$ cat src/rtl/multdiv_sequencer_pkg.sv
// Shared constants and FSM encoding for the multi-cycle multiply/divide sequencer.
package multdiv_sequencer_pkg;

    localparam int WIDTH = 32;
    localparam int ITERS = 32;
    localparam int CNT_W = $clog2(ITERS);

    localparam logic [WIDTH-1:0] INT_MIN = 32'h8000_0000;

    typedef enum logic [2:0] {
        ST_IDLE = 3'd0,
        ST_MUL  = 3'd1,
        ST_DIV  = 3'd2,
        ST_FIX  = 3'd3,
        ST_DONE = 3'd4
    } state_e;

endpackage

$ cat src/rtl/multdiv_sequencer_csa.sv
// 32-bit carry-select adder: low half ripples, high half is precomputed for both
// carry-ins and picked by the low-half carry. Reports signed overflow.
module multdiv_sequencer_csa (
    input  logic [31:0] in0_i,
    input  logic [31:0] in1_i,
    input  logic        cin_i,
    output logic [31:0] sum_o,
    output logic        ovf_o
);

    logic [16:0] lo_s;
    logic [15:0] hi0_s;
    logic [15:0] hi1_s;

    assign lo_s  = {1'b0, in0_i[15:0]} + {1'b0, in1_i[15:0]} + {16'd0, cin_i};
    assign hi0_s = in0_i[31:16] + in1_i[31:16];
    assign hi1_s = hi0_s + 16'd1;

    assign sum_o = {(lo_s[16] ? hi1_s : hi0_s), lo_s[15:0]};
    assign ovf_o = (in0_i[31] == in1_i[31]) && (sum_o[31] != in0_i[31]);

endmodule

$ cat src/rtl/multdiv_sequencer.sv
// Signed 32-bit Booth multiply / restoring divide, iterating over one shared adder.
// Start pulses restart any operation in flight; completion is a one-cycle ready pulse.
module multdiv_sequencer
    import multdiv_sequencer_pkg::*;
(
    input  logic             clock,
    input  logic             reset,
    input  logic             ctrl_MULT,
    input  logic             ctrl_DIV,
    input  logic [WIDTH-1:0] data_operandA,
    input  logic [WIDTH-1:0] data_operandB,
    output logic [WIDTH-1:0] data_result,
    output logic             data_exception,
    output logic             data_resultRDY,
    output logic             busy
);

    state_e state_q, state_d;

    logic [CNT_W-1:0] count_q, count_d;
    logic [WIDTH-1:0] acc_q, acc_d;      // Booth high word / divide remainder
    logic [WIDTH-1:0] lo_q, lo_d;        // Booth low word / dividend-quotient
    logic [WIDTH-1:0] m_q, m_d;          // multiplicand / divisor magnitude
    logic             qb_q, qb_d;
    logic             sign_q, sign_d;
    logic             mul_q, mul_d;
    logic             xflag_q, xflag_d;
    logic [WIDTH-1:0] result_q, result_d;
    logic             exc_q, exc_d;
    logic             rdy_q, rdy_d;

    logic [WIDTH-1:0] add_in0, add_in1, add_sum;
    logic             add_cin, add_ovf;

    logic             start;
    logic             div_zero, div_ovf;
    logic [WIDTH-1:0] abs_a, abs_b;
    logic             booth_op, booth_sub;
    logic [WIDTH-1:0] booth_hi;
    logic             booth_sign;
    logic             div_cout, trial_neg;

    multdiv_sequencer_csa u_adder (
        .in0_i (add_in0),
        .in1_i (add_in1),
        .cin_i (add_cin),
        .sum_o (add_sum),
        .ovf_o (add_ovf)
    );

    assign start    = ctrl_MULT | ctrl_DIV;
    assign div_zero = (data_operandB == '0);
    assign div_ovf  = (data_operandA == INT_MIN) && (data_operandB == '1);
    assign abs_a    = data_operandA[WIDTH-1] ? (~data_operandA + 32'd1) : data_operandA;
    assign abs_b    = data_operandB[WIDTH-1] ? (~data_operandB + 32'd1) : data_operandB;

    assign booth_op   = lo_q[0] ^ qb_q;
    assign booth_sub  = lo_q[0] & ~qb_q;
    assign booth_hi   = booth_op ? add_sum : acc_q;
    // Shift in the true sign of hi+/-M so subtracting INT_MIN still shifts correctly.
    assign booth_sign = booth_op ? (add_sum[WIDTH-1] ^ add_ovf) : acc_q[WIDTH-1];

    assign div_cout  = add_ovf ^ add_sum[WIDTH-1] ^ add_in0[WIDTH-1] ^ add_in1[WIDTH-1];
    assign trial_neg = acc_q[WIDTH-1] ^ 1'b1 ^ div_cout;

    always_ff @(posedge clock or posedge reset) begin
        if (reset) state_q <= ST_IDLE;
        else       state_q <= state_d;
    end

    always_comb begin
        state_d = state_q;
        if (ctrl_MULT) begin
            state_d = ST_MUL;
        end else if (ctrl_DIV) begin
            state_d = (div_zero || div_ovf) ? ST_DONE : ST_DIV;
        end else begin
            case (state_q)
                ST_MUL:  if (count_q == CNT_W'(ITERS - 1)) state_d = ST_DONE;
                ST_DIV:  if (count_q == CNT_W'(ITERS - 1)) state_d = ST_FIX;
                ST_FIX:  state_d = ST_DONE;
                ST_DONE: state_d = ST_IDLE;
                default: state_d = ST_IDLE;
            endcase
        end
    end

    always_comb begin
        busy    = (state_q != ST_IDLE);
        add_in0 = '0;
        add_in1 = '0;
        add_cin = 1'b0;
        case (state_q)
            ST_MUL: begin
                add_in0 = acc_q;
                add_in1 = booth_sub ? ~m_q : m_q;
                add_cin = booth_sub;
            end
            ST_DIV: begin
                add_in0 = {acc_q[WIDTH-2:0], lo_q[WIDTH-1]};
                add_in1 = ~m_q;
                add_cin = 1'b1;
            end
            ST_FIX: begin
                add_in0 = ~lo_q;
                add_cin = 1'b1;
            end
            default: ;
        endcase
    end

    always_comb begin
        count_d  = count_q;
        acc_d    = acc_q;
        lo_d     = lo_q;
        m_d      = m_q;
        qb_d     = qb_q;
        sign_d   = sign_q;
        mul_d    = mul_q;
        xflag_d  = xflag_q;
        result_d = result_q;
        exc_d    = exc_q;
        rdy_d    = 1'b0;
        if (start) begin
            count_d = '0;
            acc_d   = '0;
            qb_d    = 1'b0;
            mul_d   = ctrl_MULT;
            if (ctrl_MULT) begin
                lo_d    = data_operandA;
                m_d     = data_operandB;
                sign_d  = 1'b0;
                xflag_d = 1'b0;
            end else begin
                m_d     = abs_b;
                sign_d  = data_operandA[WIDTH-1] ^ data_operandB[WIDTH-1];
                xflag_d = div_zero | div_ovf;
                if (div_zero)     lo_d = '0;
                else if (div_ovf) lo_d = INT_MIN;
                else              lo_d = abs_a;
            end
        end else begin
            case (state_q)
                ST_MUL: begin
                    count_d = count_q + 1'b1;
                    acc_d   = {booth_sign, booth_hi[WIDTH-1:1]};
                    lo_d    = {booth_hi[0], lo_q[WIDTH-1:1]};
                    qb_d    = lo_q[0];
                end
                ST_DIV: begin
                    count_d = count_q + 1'b1;
                    acc_d   = trial_neg ? add_in0 : add_sum;
                    lo_d    = {lo_q[WIDTH-2:0], ~trial_neg};
                end
                ST_FIX: begin
                    if (sign_q) lo_d = add_sum;
                end
                ST_DONE: begin
                    result_d = lo_q;
                    exc_d    = mul_q ? (acc_q != {WIDTH{lo_q[WIDTH-1]}}) : xflag_q;
                    rdy_d    = 1'b1;
                end
                default: ;
            endcase
        end
    end

    always_ff @(posedge clock or posedge reset) begin
        if (reset) begin
            count_q  <= '0;
            acc_q    <= '0;
            lo_q     <= '0;
            m_q      <= '0;
            qb_q     <= 1'b0;
            sign_q   <= 1'b0;
            mul_q    <= 1'b0;
            xflag_q  <= 1'b0;
            result_q <= '0;
            exc_q    <= 1'b0;
            rdy_q    <= 1'b0;
        end else begin
            count_q  <= count_d;
            acc_q    <= acc_d;
            lo_q     <= lo_d;
            m_q      <= m_d;
            qb_q     <= qb_d;
            sign_q   <= sign_d;
            mul_q    <= mul_d;
            xflag_q  <= xflag_d;
            result_q <= result_d;
            exc_q    <= exc_d;
            rdy_q    <= rdy_d;
        end
    end

    assign data_result    = result_q;
    assign data_exception = exc_q;
    assign data_resultRDY = rdy_q;

endmodule

$ cat config.mk
export PLATFORM = sky130hd
export DESIGN_NAME = multdiv_sequencer
export DESIGN_NICKNAME = d
export VERILOG_FILES = /design/src/rtl/multdiv_sequencer_pkg.sv /design/src/rtl/multdiv_sequencer_csa.sv /design/src/rtl/multdiv_sequencer.sv
export SDC_FILE = /design/constraint.sdc
export NUM_CORES = 1
export LEC_CHECK = 0
export BUFFER_PORTS_ARGS = -buffer_cell sky130_fd_sc_hd__buf_2
export CORE_ASPECT_RATIO = 0.9
export CORE_UTILIZATION = 35
export CTS_BUF_LIST = sky130_fd_sc_hd__clkbuf_16
export CTS_CLUSTER_DIAMETER = 100
export DETAILED_ROUTE_END_ITERATION = 8
export SLEW_MARGIN = 15
export SYNTH_ARGS = -nofsm -noshare
export SYNTH_HDL_FRONTEND = slang
export SYNTH_SLANG_ARGS = --single-unit
$ cat constraint.sdc
create_clock -name clock -period 5.55 [get_ports clock]
set_clock_uncertainty 0.05 [all_clocks]
set_input_delay 0.2775 -clock clock [delete_from_list [all_inputs] [get_ports clock]]
set_output_delay 0.2775 -clock clock [all_outputs]
set_load 0.03 [all_outputs]
## Yosys cells after proc, flatten, opt, wreduce, memory -nomap -nowiden

Index checks and enable logic that the tools add are counted.

| storage, ports and cells | value |
|---|---|
| bits in registers | 142 |
| logic and storage cells | 100 |
| bits of input ports | 68 |
| output and inout port bits | 35 |

| operators by class | value |
|---|---|
| equality and inequality tests | 14 |
| add/sub/neg operators | 7 |
| multiplexer cells | 34 |
| reduce and logical (&&, ||, !) cells | 15 |
| bitwise logic cells | 17 |

Operator list:

| operator | number |
|---|---|
| 2-to-1 mux 32 bit | 12 |
| one-hot mux 32 bit (3 select lines) | 2 |
| NOT 32 bit | 4 |
| one-hot mux 32 bit (2 select lines) | 2 |
| adder 32 x 1 -> 32 bit, second input constant | 2 |
| == test 32 bit, second input constant | 2 |
| zero test 32 bit | 1 |
| != test 32 bit | 1 |
| adder 16 x 16 -> 17 bit | 1 |
| adder 17 x 1 -> 17 bit | 1 |
| adder 16 x 1 -> 16 bit, second input constant | 1 |
| adder 16 bit | 1 |
| 2-to-1 mux 16 bit | 1 |
| 2-to-1 mux 3 bit | 5 |
| 2-to-1 mux 5 bit | 2 |
| one-hot mux 3 bit (3 select lines) | 1 |
| 2-to-1 mux 1 bit | 8 |
| != test 4 bit, second input constant | 2 |
| AND reduction 2 bit | 4 |
| == test 3 x 2 -> 1 bit, second input constant | 2 |
| != test 3 bit, second input constant | 2 |
| nonzero test 3 bit | 2 |
| bitwise XOR 1 bit | 6 |
| adder 5 x 1 -> 5 bit, second input constant | 1 |
| 14 further kinds | 21 |

## Depth between registers and ports, before layout

Gate-level depths: netlist (run 1).

| depth | value |
|---|---|
| depth after elaboration | 16 |
| gate-level depth with buffers | 23 |

## Cells and area by module

From an unflattened synthesis (run 1), not the netlist that was laid out.

| unflattened totals | value |
|---|---|
| cell total of the unflattened synthesis | 1,518 |
| area, all modules | 12,438.2 µm² |

By module, submodules not included:

| module | area an instance (µm²) | cells an instance | instances | seq. area each (µm²) |
|---|---|---|---|---|
| multdiv_sequencer | 10,342.4 | 1,247 | 1 | 3,553.4 |
| multdiv_sequencer_csa | 2,095.8 | 271 | 1 | 0.0 |

## Worst setup path before layout (run 1)

Ideal clock, no wire load.

| path | value |
|---|---|
| kind | register -> register |
| from | register state_q[1] |
| to | register acc_q[0] |
| period minus slack after synthesis | 5.070 ns |
| setup slack | 0.480 ns |
| stages on the path, launching flop included | 20 |
| arrival time | 4.883 ns |
| cell sequence | dfrtp_1 -> clkbuf_1 -> buf_1 -> mux2_2 -> a22oi_1 -> nor2_1 -> fa_1 -> fa_1 -> a211oi_1 -> nor3_1 -> o41ai_1 -> o211ai_2 -> nand3_1 -> nor4_1 -> a21o_1 -> a31oi_4 -> xnor2_4 -> buf_4 -> mux2i_1 -> a21oi_1 |

| between the ends | value |
|---|---|
| longest elaborated chain between the ends | 14 |
| elaborated cells between the ends (all ways) | 24 |

Ends and longest elaborated chain:

| what | RTL line | text |
|---|---|---|
| start: declaration | multdiv_sequencer.sv:18 | `state_e state_q, state_d;` |
| start signal: assignment | multdiv_sequencer.sv:68 | `else state_q <= state_d;` |
| == test 3 x 2 -> 1 bit, or another cell as far along | multdiv_sequencer.sv:93 | `case (state_q)` |
| one-hot mux 32 bit (3 select lines), or another cell as far along | multdiv_sequencer.sv:93 |  |
| adder 16 x 16 -> 17 bit, or another cell as far along | multdiv_sequencer_csa.sv:15 | `assign lo_s = {1'b0, in0_i[15:0]} + {1'b0, in1_i[15:0]} + {16'd0, cin_i};` |
| adder 17 x 1 -> 17 bit / adder 16 x 1 -> 16 bit (equally long branches) | multdiv_sequencer_csa.sv:15, multdiv_sequencer_csa.sv:17 |  |
| 2-to-1 mux 16 bit | multdiv_sequencer_csa.sv:19 | `assign sum_o = {(lo_s[16] ? hi1_s : hi0_s), lo_s[15:0]};` |
| != test 1 bit | multdiv_sequencer_csa.sv:20 | `assign ovf_o = (in0_i[31] == in1_i[31]) && (sum_o[31] != in0_i[31]);` |
| logical AND 1 bit | multdiv_sequencer_csa.sv:20 |  |
| bitwise XOR 1 bit (3 in series) | multdiv_sequencer.sv:63 | `assign div_cout = add_ovf ^ add_sum[WIDTH-1] ^ add_in0[WIDTH-1] ^ add_in1[WIDTH-1];` |
| bitwise XOR 1 bit | multdiv_sequencer.sv:64 | `assign trial_neg = acc_q[WIDTH-1] ^ 1'b1 ^ div_cout;` |
| 2-to-1 mux 32 bit | multdiv_sequencer.sv:152 | `acc_d = trial_neg ? add_in0 : add_sum;` |
| one-hot mux 32 bit (2 select lines) | multdiv_sequencer.sv:143 | `case (state_q)` |
| 2-to-1 mux 32 bit | multdiv_sequencer.sv:124 | `if (start) begin` |
| end signal: assignment | multdiv_sequencer.sv:171 | `acc_q <= '0;` |
| end signal: assignment | multdiv_sequencer.sv:183 | `acc_q <= acc_d;` |
| end: declaration | multdiv_sequencer.sv:21 | `logic [WIDTH-1:0] acc_q, acc_d;` |

Parallel ways exist; a longest one is shown, timed or not.
A chain may end at the register's enable or synchronous reset.

## Worst setup path after layout (run 1)

| path | value |
|---|---|
| from | register state_q[1] |
| to | register acc_q[2] |

Same word-level chain as after synthesis.

==> out/metrics.cfg, run 1 <==
[cts]
path_clk_slew_ps=70
h-tree-depth=4
clk_path_buf_depth=2
cts_tree=yes
clock_latency_ps=450
cts_buffers=17
ctsRootBufferMaster=clkbuf_16
cts.sinks=142

[worst_setup_path]
crit_family=compound AO/OA/AOI/OAI gates
critPathBufInv=3
cp_max_fo=12
critPathRequiredTime_ps=5830
max_stage_delay_ps=500
crit_path_cell_trace=buf_4, mux2_2, a22oi_1, nor2_1, fa_1, fa_1, a211oi_1, nor3_1, o41ai_1, buf_4, o211ai_2, nand3_1, nor4_1, a21o_1, a31oi_4, xnor2_4, buf_4, nor4_1, a311o_1
crit_path_end_kind=flop
arrival_ps=5380
r2r-start=state_q[1]
crit_start=state_q[1]
path_class=flop to flop
crit_slowest_cell=fa_1
startpoint_type=flop
critical_path.most_common_cell=buf_4

[timing]
fin_crit_sh=0.9181
slew_viol_final=0
fmax_mhz=196.2
grt_setup_unrepaired=no
setup_viol=0
fin_crit_ps=5096
timing.final.hold_violations=0
setup_tns_ps=0
slew_headroom=0.2604
max_slew.worst_pin.slew_ps=1105

[synth]
syn_inst=1461
yosysWarningCount=0
ys_ff_latch=142
synth_fp_nets=1569
syn_avg_cell_area_sq_um=8.022
synthFlopType=dfrtp_1
ys_seq_area_frac=0.3032
synth_edf_count=0
async_flop_share=1.000
netlist_area_sq_um=11720
synth_cell_types=85

[placed_design]
gp_congestion=0.9082
dp_cells=1919
io_buffer_count=102
hpwlAfterDp_um=27930

[pwr]
clkPwrFrac=0.291
leakage_nw=5.759
ir_drop_mv=0.2228
p_seq_frac=0.323
power_switching_w=0.001626
p_total_w=0.003924
power.internal_w=0.002298
switching_share=0.4143
p_per_area_nw_per_um2=295.4
p_comb_frac=0.385

[global_route]
antenna_found_initial=0
grt_usage=0.2215
grt_pass1_wl_um=60180
grt_pass1_vias=10300
grt_overflow=0
grt_max_degree=88

[status]
status=complete, no violations

[route]
drt-total-wl_um=37850
drt_pass1_iterations=7
viasPerCell=5.754
ant_nets=0
drt-wirelength-per-cell_um=19.36
drc=0
via_count=11250
drt_iter0_markers=1152

[floorplanning]
start_util=0.3557
core_sq_um=32950
die_h_um=175.6
ios=103
die_w_um=194.9
dieArea_sq_um=34220
row_count=63

[finish]
layout.nets=1628
drive_above_1_share=0.1500
n_antenna_cell=0
final_cells=1955
syn2layout_area_growth_pct=13.33
utilization=0.4031

[flow_run]
cap_viol_max_count=0

[worst_hold_path]
min-delay-start=data_operandB[1]
hold_path.class=input port to flop

## sequential cells by signal, summed over array words and instances (netlist names), 3 cells and up
name         flops
state_q          3
acc_q           32
data_result     32
m_q             32
count_q          5
lo_q            32
## what timing repair did
| action | CTS | global route |
|---|---|---|
| resized for setup | 0 | 1 |
| buffers inserted | 0 | 2 |
| setup endpoints to repair | 0 | 32 |
| hold buffers | 1 | 0 |
| hold endpoints to repair | 79 | 0 |
## cells by family after synthesis
kind of cell / count (synthesis) / synth area share
AOI/OAI and AO/OA: 458 / 0.2497
muxes: 102 / 0.09085
DFF: 142 / 0.3032
adders and majority gates: 40 / 0.04462
buffers and inverters: 142 / 0.04772
xor gates and xnor gates: 103 / 0.07857
and+or+nand+nor: 474 / 0.1853
## cells in the mapped netlist, drive strengths merged (10+ instances only)
| master | n | share of area |
|---|---|---|
| mux2 | 35 | 0.034 |
| nor3 | 30 | 0.013 |
| xnor2 | 62 | 0.048 |
| nand2 | 141 | 0.045 |
| o21ai | 110 | 0.047 |
| ha | 37 | 0.040 |
| nand2b | 11 | 0.0059 |
| xor2 | 41 | 0.031 |
| dfrtp | 142 | 0.30 |
| nor4 | 24 | 0.013 |
| nand4 | 18 | 0.0096 |
| a22oi | 35 | 0.022 |
| a21o | 17 | 0.011 |
| nand3 | 26 | 0.012 |
| o21a | 10 | 0.0064 |
| a211oi | 32 | 0.021 |
| a21oi | 147 | 0.063 |
| nor2 | 169 | 0.054 |
| clkbuf | 81 | 0.026 |
| buf | 14 | 0.0067 |
| o221ai | 12 | 0.0090 |
| inv | 46 | 0.015 |
| mux2i | 67 | 0.057 |
## power by group through the flow
stage	Clock, W	Sequential (W)	Combinational, W
2_1_floorplan	0	0.00127	0.00103
5_1_grt	0.00121	0.00128	0.00165
6_report	0.00114	0.00127	0.00151
3_3_place_gp	0	0.00128	0.00145
3_5_place_dp	0	0.00128	0.00146
4_1_cts	0.00116	0.00126	0.00147
## cell usage in the layout, fill, tap and decap left out, types with 17 or more instances in the layout
master and instances:
nand2_1 140, a21o_1 17, xor2_1 41, nor3_1 29, nand3_1 24, dfrtp_1 140, ha_1 37, nor2_1 168
buf_4 28, inv_1 45, nand4_1 18, a22oi_1 35, a21oi_1 147, a211oi_1 30, buf_2 102, o21ai_0 107
clkbuf_16 17, nor4_1 22, xnor2_1 61, mux2i_1 67, mux2_2 35
## metrics by stage
stage	setup WS, ps	instance area, sq um	hold WS (ps)
2_1_floorplan	480.1	11720	360.2
3_3_place_gp	233.2	12660	410.3
3_5_place_dp	136.0	12660	424.1
4_1_cts	101.4	13240	73.79
5_1_grt	177.7	13280	122.8
6_report	454.3	13280	85.32
## metal layers
metal | part of all wire | track usage | wire (um)
met1 | 0.51 | 0.3496 | 19410
met2 | 0.40 | 0.3042 | 15000
met3 | 0.077 | 0.04032 | 2933
met4 | 0.013 | 0.04987 | 495
met5 | 0 | 0 | 0
## worst min-delay path: stages
cell	delay, ps
buf_2	130
nand2_1	60
a31oi_1	70
## final cells by class
cell class	instances	area, sq um
Fill cell	3356	19670
Clock inverter	15	142.6
Clock buffer	17	425.4
Tap cell	422	528.0
Multi-Input combinational cell	1178	7659
Sequential cell	142	3556
Inverter	47	181.4
Timing Repair Buffer	134	790.8
## path summary, 6_finish.rpt
check,to,slack (ps),cells past startpoint
min,m_q[1],90,3
min in group asynchronous,m_q[3],450,3
max in group asynchronous,data_result[25],3650,4
max reg2reg,acc_q[2],450,19
min reg2reg,data_exception,430,2
max,acc_q[2],450,19
Note: power is estimated with default switching activity, not from simulation.
==> run 2, diff against run 1 <==
--- a/config.mk
+++ b/config.mk
@@ -11,6 +11,7 @@
 export CTS_BUF_LIST = sky130_fd_sc_hd__clkbuf_16
 export CTS_CLUSTER_DIAMETER = 100
 export DETAILED_ROUTE_END_ITERATION = 8
+export PLACE_DENSITY = 0.56
 export SLEW_MARGIN = 15
 export SYNTH_ARGS = -nofsm -noshare
 export SYNTH_HDL_FRONTEND = slang
==> run 2 against run 1 <==
  * The run now ends with negative hold slack left
  * Combinational power about the same
  * Via count is 0.68% lower
  * Sequential power is essentially flat
  * Clock power hardly changed
  * Clock-buffer cell count did not move
  * Power up 0.59%
  * Die area unchanged
  * Critical path depth is 2 lower
  * Non-clock buffer count fell by 4
  * Utilization down 0.080 points
==> out/metrics.cfg, run 2 (synthesis results as in run 1) <==
[timing]
max_slew.worst_pin.slew_ps=1101  ; was 1105 ps
slew_viol_final=0  ; unchanged
fmax_mhz=197.0  ; was 196.2 MHz
timing.final.hold_violations=26  ; was 0
fin_crit_sh=0.9145  ; was 0.9181
slew_headroom=0.2592  ; was 0.2604
setup_viol=0  ; unchanged
grt_setup_unrepaired=no  ; unchanged
whs_ps=-41.85  ; was 85.32 ps
fin_crit_ps=5075  ; was 5096 ps
setup_tns_ps=0  ; unchanged

[cts]
ctsRootBufferMaster=clkbuf_16  ; unchanged
clk_path_buf_depth=2  ; unchanged
ctsResizeCount=0  ; unchanged
cts_buffers=17  ; unchanged
path_clk_slew_ps=70  ; about the same
clock_latency_ps=450  ; about the same
cts.sinks=142  ; unchanged
postCtsSetupBuffers=0  ; unchanged
h-tree-depth=4  ; unchanged
cts_tree=yes  ; unchanged

[finish]
n_antenna_cell=0  ; unchanged
layout.nets=1624  ; was 1628
mostFrequentLayoutCell=nor2_1  ; unchanged
final_cell_mix=168 x nor2_1, 147 x a21oi_1, 141 x nand2_1  ; was 168 x nor2_1, 147 x a21oi_1, 140 x nand2_1, 140 x dfrtp_1, 107 x o21ai_0
finish.instance_area_sq_um=13260  ; was 13280 sq um
syn2layout_area_growth_pct=13.11  ; was 13.33%
drive_above_1_share=0.1472  ; was 0.1500

[global_route]
antenna_found_initial=0  ; unchanged
grt_max_degree=104  ; was 88
grt_pass1_wl_um=60920  ; was 60180 um
grt_pass1_vias=10310  ; was 10300
grt_usage=0.2274  ; was 0.2215
grt_overflow=0  ; unchanged

[route]
via_count=11170  ; was 11250
drt-total-wl_um=38450  ; was 37850 um
drc=0  ; unchanged
drt_pass1_iterations=5  ; was 7
drt_iter0_markers=1180  ; was 1152
drt-wirelength-per-cell_um=19.71  ; was 19.36 um
viasPerCell=5.727  ; was 5.754
ant_nets=0  ; unchanged

[pwr]
p_per_area_nw_per_um2=297.8  ; was 295.4 nW/um^2
leakage_nw=5.748  ; was 5.759 nW
p_total_w=0.003947  ; was 0.003924 W
ir_drop_mv=0.1960  ; was 0.2228 mV

[floorplanning]
core_sq_um=32950  ; unchanged
die_w_um=194.9  ; unchanged
start_util=0.3557  ; unchanged
row_count=63  ; unchanged
die_h_um=175.6  ; unchanged
ios=103  ; unchanged
dieArea_sq_um=34220  ; unchanged

[status]
violations=negative hold slack
status=finished with violations  ; was complete, no violations

[placed_design]
gp_congestion=0.8803  ; was 0.9082
placed_cell_area_sq_um=12650  ; was 12660 sq um
io_buffer_count=102  ; unchanged
hpwlAfterDp_um=28730  ; was 27930 um

[worst_setup_path]
arrival_ps=5360  ; was 5380 ps
cp_max_fo=29  ; was 12
path_class=flop to flop  ; unchanged
startpoint_type=flop  ; unchanged
critPathRequiredTime_ps=5840  ; was 5830 ps
crit_path_end_kind=flop  ; unchanged

[worst_hold_path]
hold_path.class=input port to asynchronous set/reset pin  ; was input port to flop

[flow_run]
cap_viol_max_count=0  ; unchanged

[run 2: path summary, 6_finish.rpt]
check	start	endpoint	slack, ps	cells past startpoint
worst max-delay path	state_q[1]	acc_q[5]	470	17
worst min-delay path	reset	m_q[5]	-40	2
worst max register to register	state_q[1]	acc_q[5]	470	17
worst min register to register	data_result[0]	data_result[0]	430	2
max in group asynchronous	reset	state_q[0]	4270	3
min in group clock	data_operandB[1]	m_q[1]	80	3
[run 2: metal layers]
metal  up-vias  routed length, um  GRT usage
met5         -                  0          0
met4         0                442    0.05151
met3        29               3099    0.05760
met2       419              15160     0.3100
met1      5294              19740     0.3505
li1       5431                  -          -
[run 2: timing repair]
action                                  CTS  global route
hold endpoints to repair                  0             0
endpoints found under the setup margin    0             7
hold buffers                              0             0
[run 2: power by group]
part	switching (W)	internal (W)	leakage, nW
clock	0.000540	0.000633	0.279
combinational	0.000948	0.000560	3.64
sequential	0.000130	0.00114	1.83
[run 2: layout make-up]
cell class	count	area [sq um]
Timing Repair Buffer	130	758.2
Multi-Input combinational cell	1178	7656
Clock buffer	17	425.4
Fill cell	3401	19690
Inverter	47	181.4
Sequential cell	142	3556
Clock inverter	15	151.4
Tap cell	422	528.0
[run 2: through the flow]
step           worst slack, ps  cells  hold WS (ps)    util
6_report                 474.6   1951        -41.85  0.4023
5_1_grt                  114.0   1951         65.00  0.4023
4_1_cts                  340.4   1950         34.27  0.4015
3_5_place_dp             373.6   1918         428.6  0.3840
3_3_place_gp             414.4   1918         414.0  0.3840
2_1_floorplan            480.1   1461         360.2       -
[run 2: critical path, cell delays in order (launching register included)]
cell	delay, ps
dfrtp_2	420
buf_4	350
mux2i_1	240
a22oi_1	80
nor2_1	310
ha_1	380
a211o_1	350
a221o_1	340
a221oi_1	300
o21bai_1	110
xnor2_1	160
nor4_1	340
a21o_1	250
a31oi_4	160
xnor2_4	500
buf_4	260
mux2i_1	80
a211oi_1	270
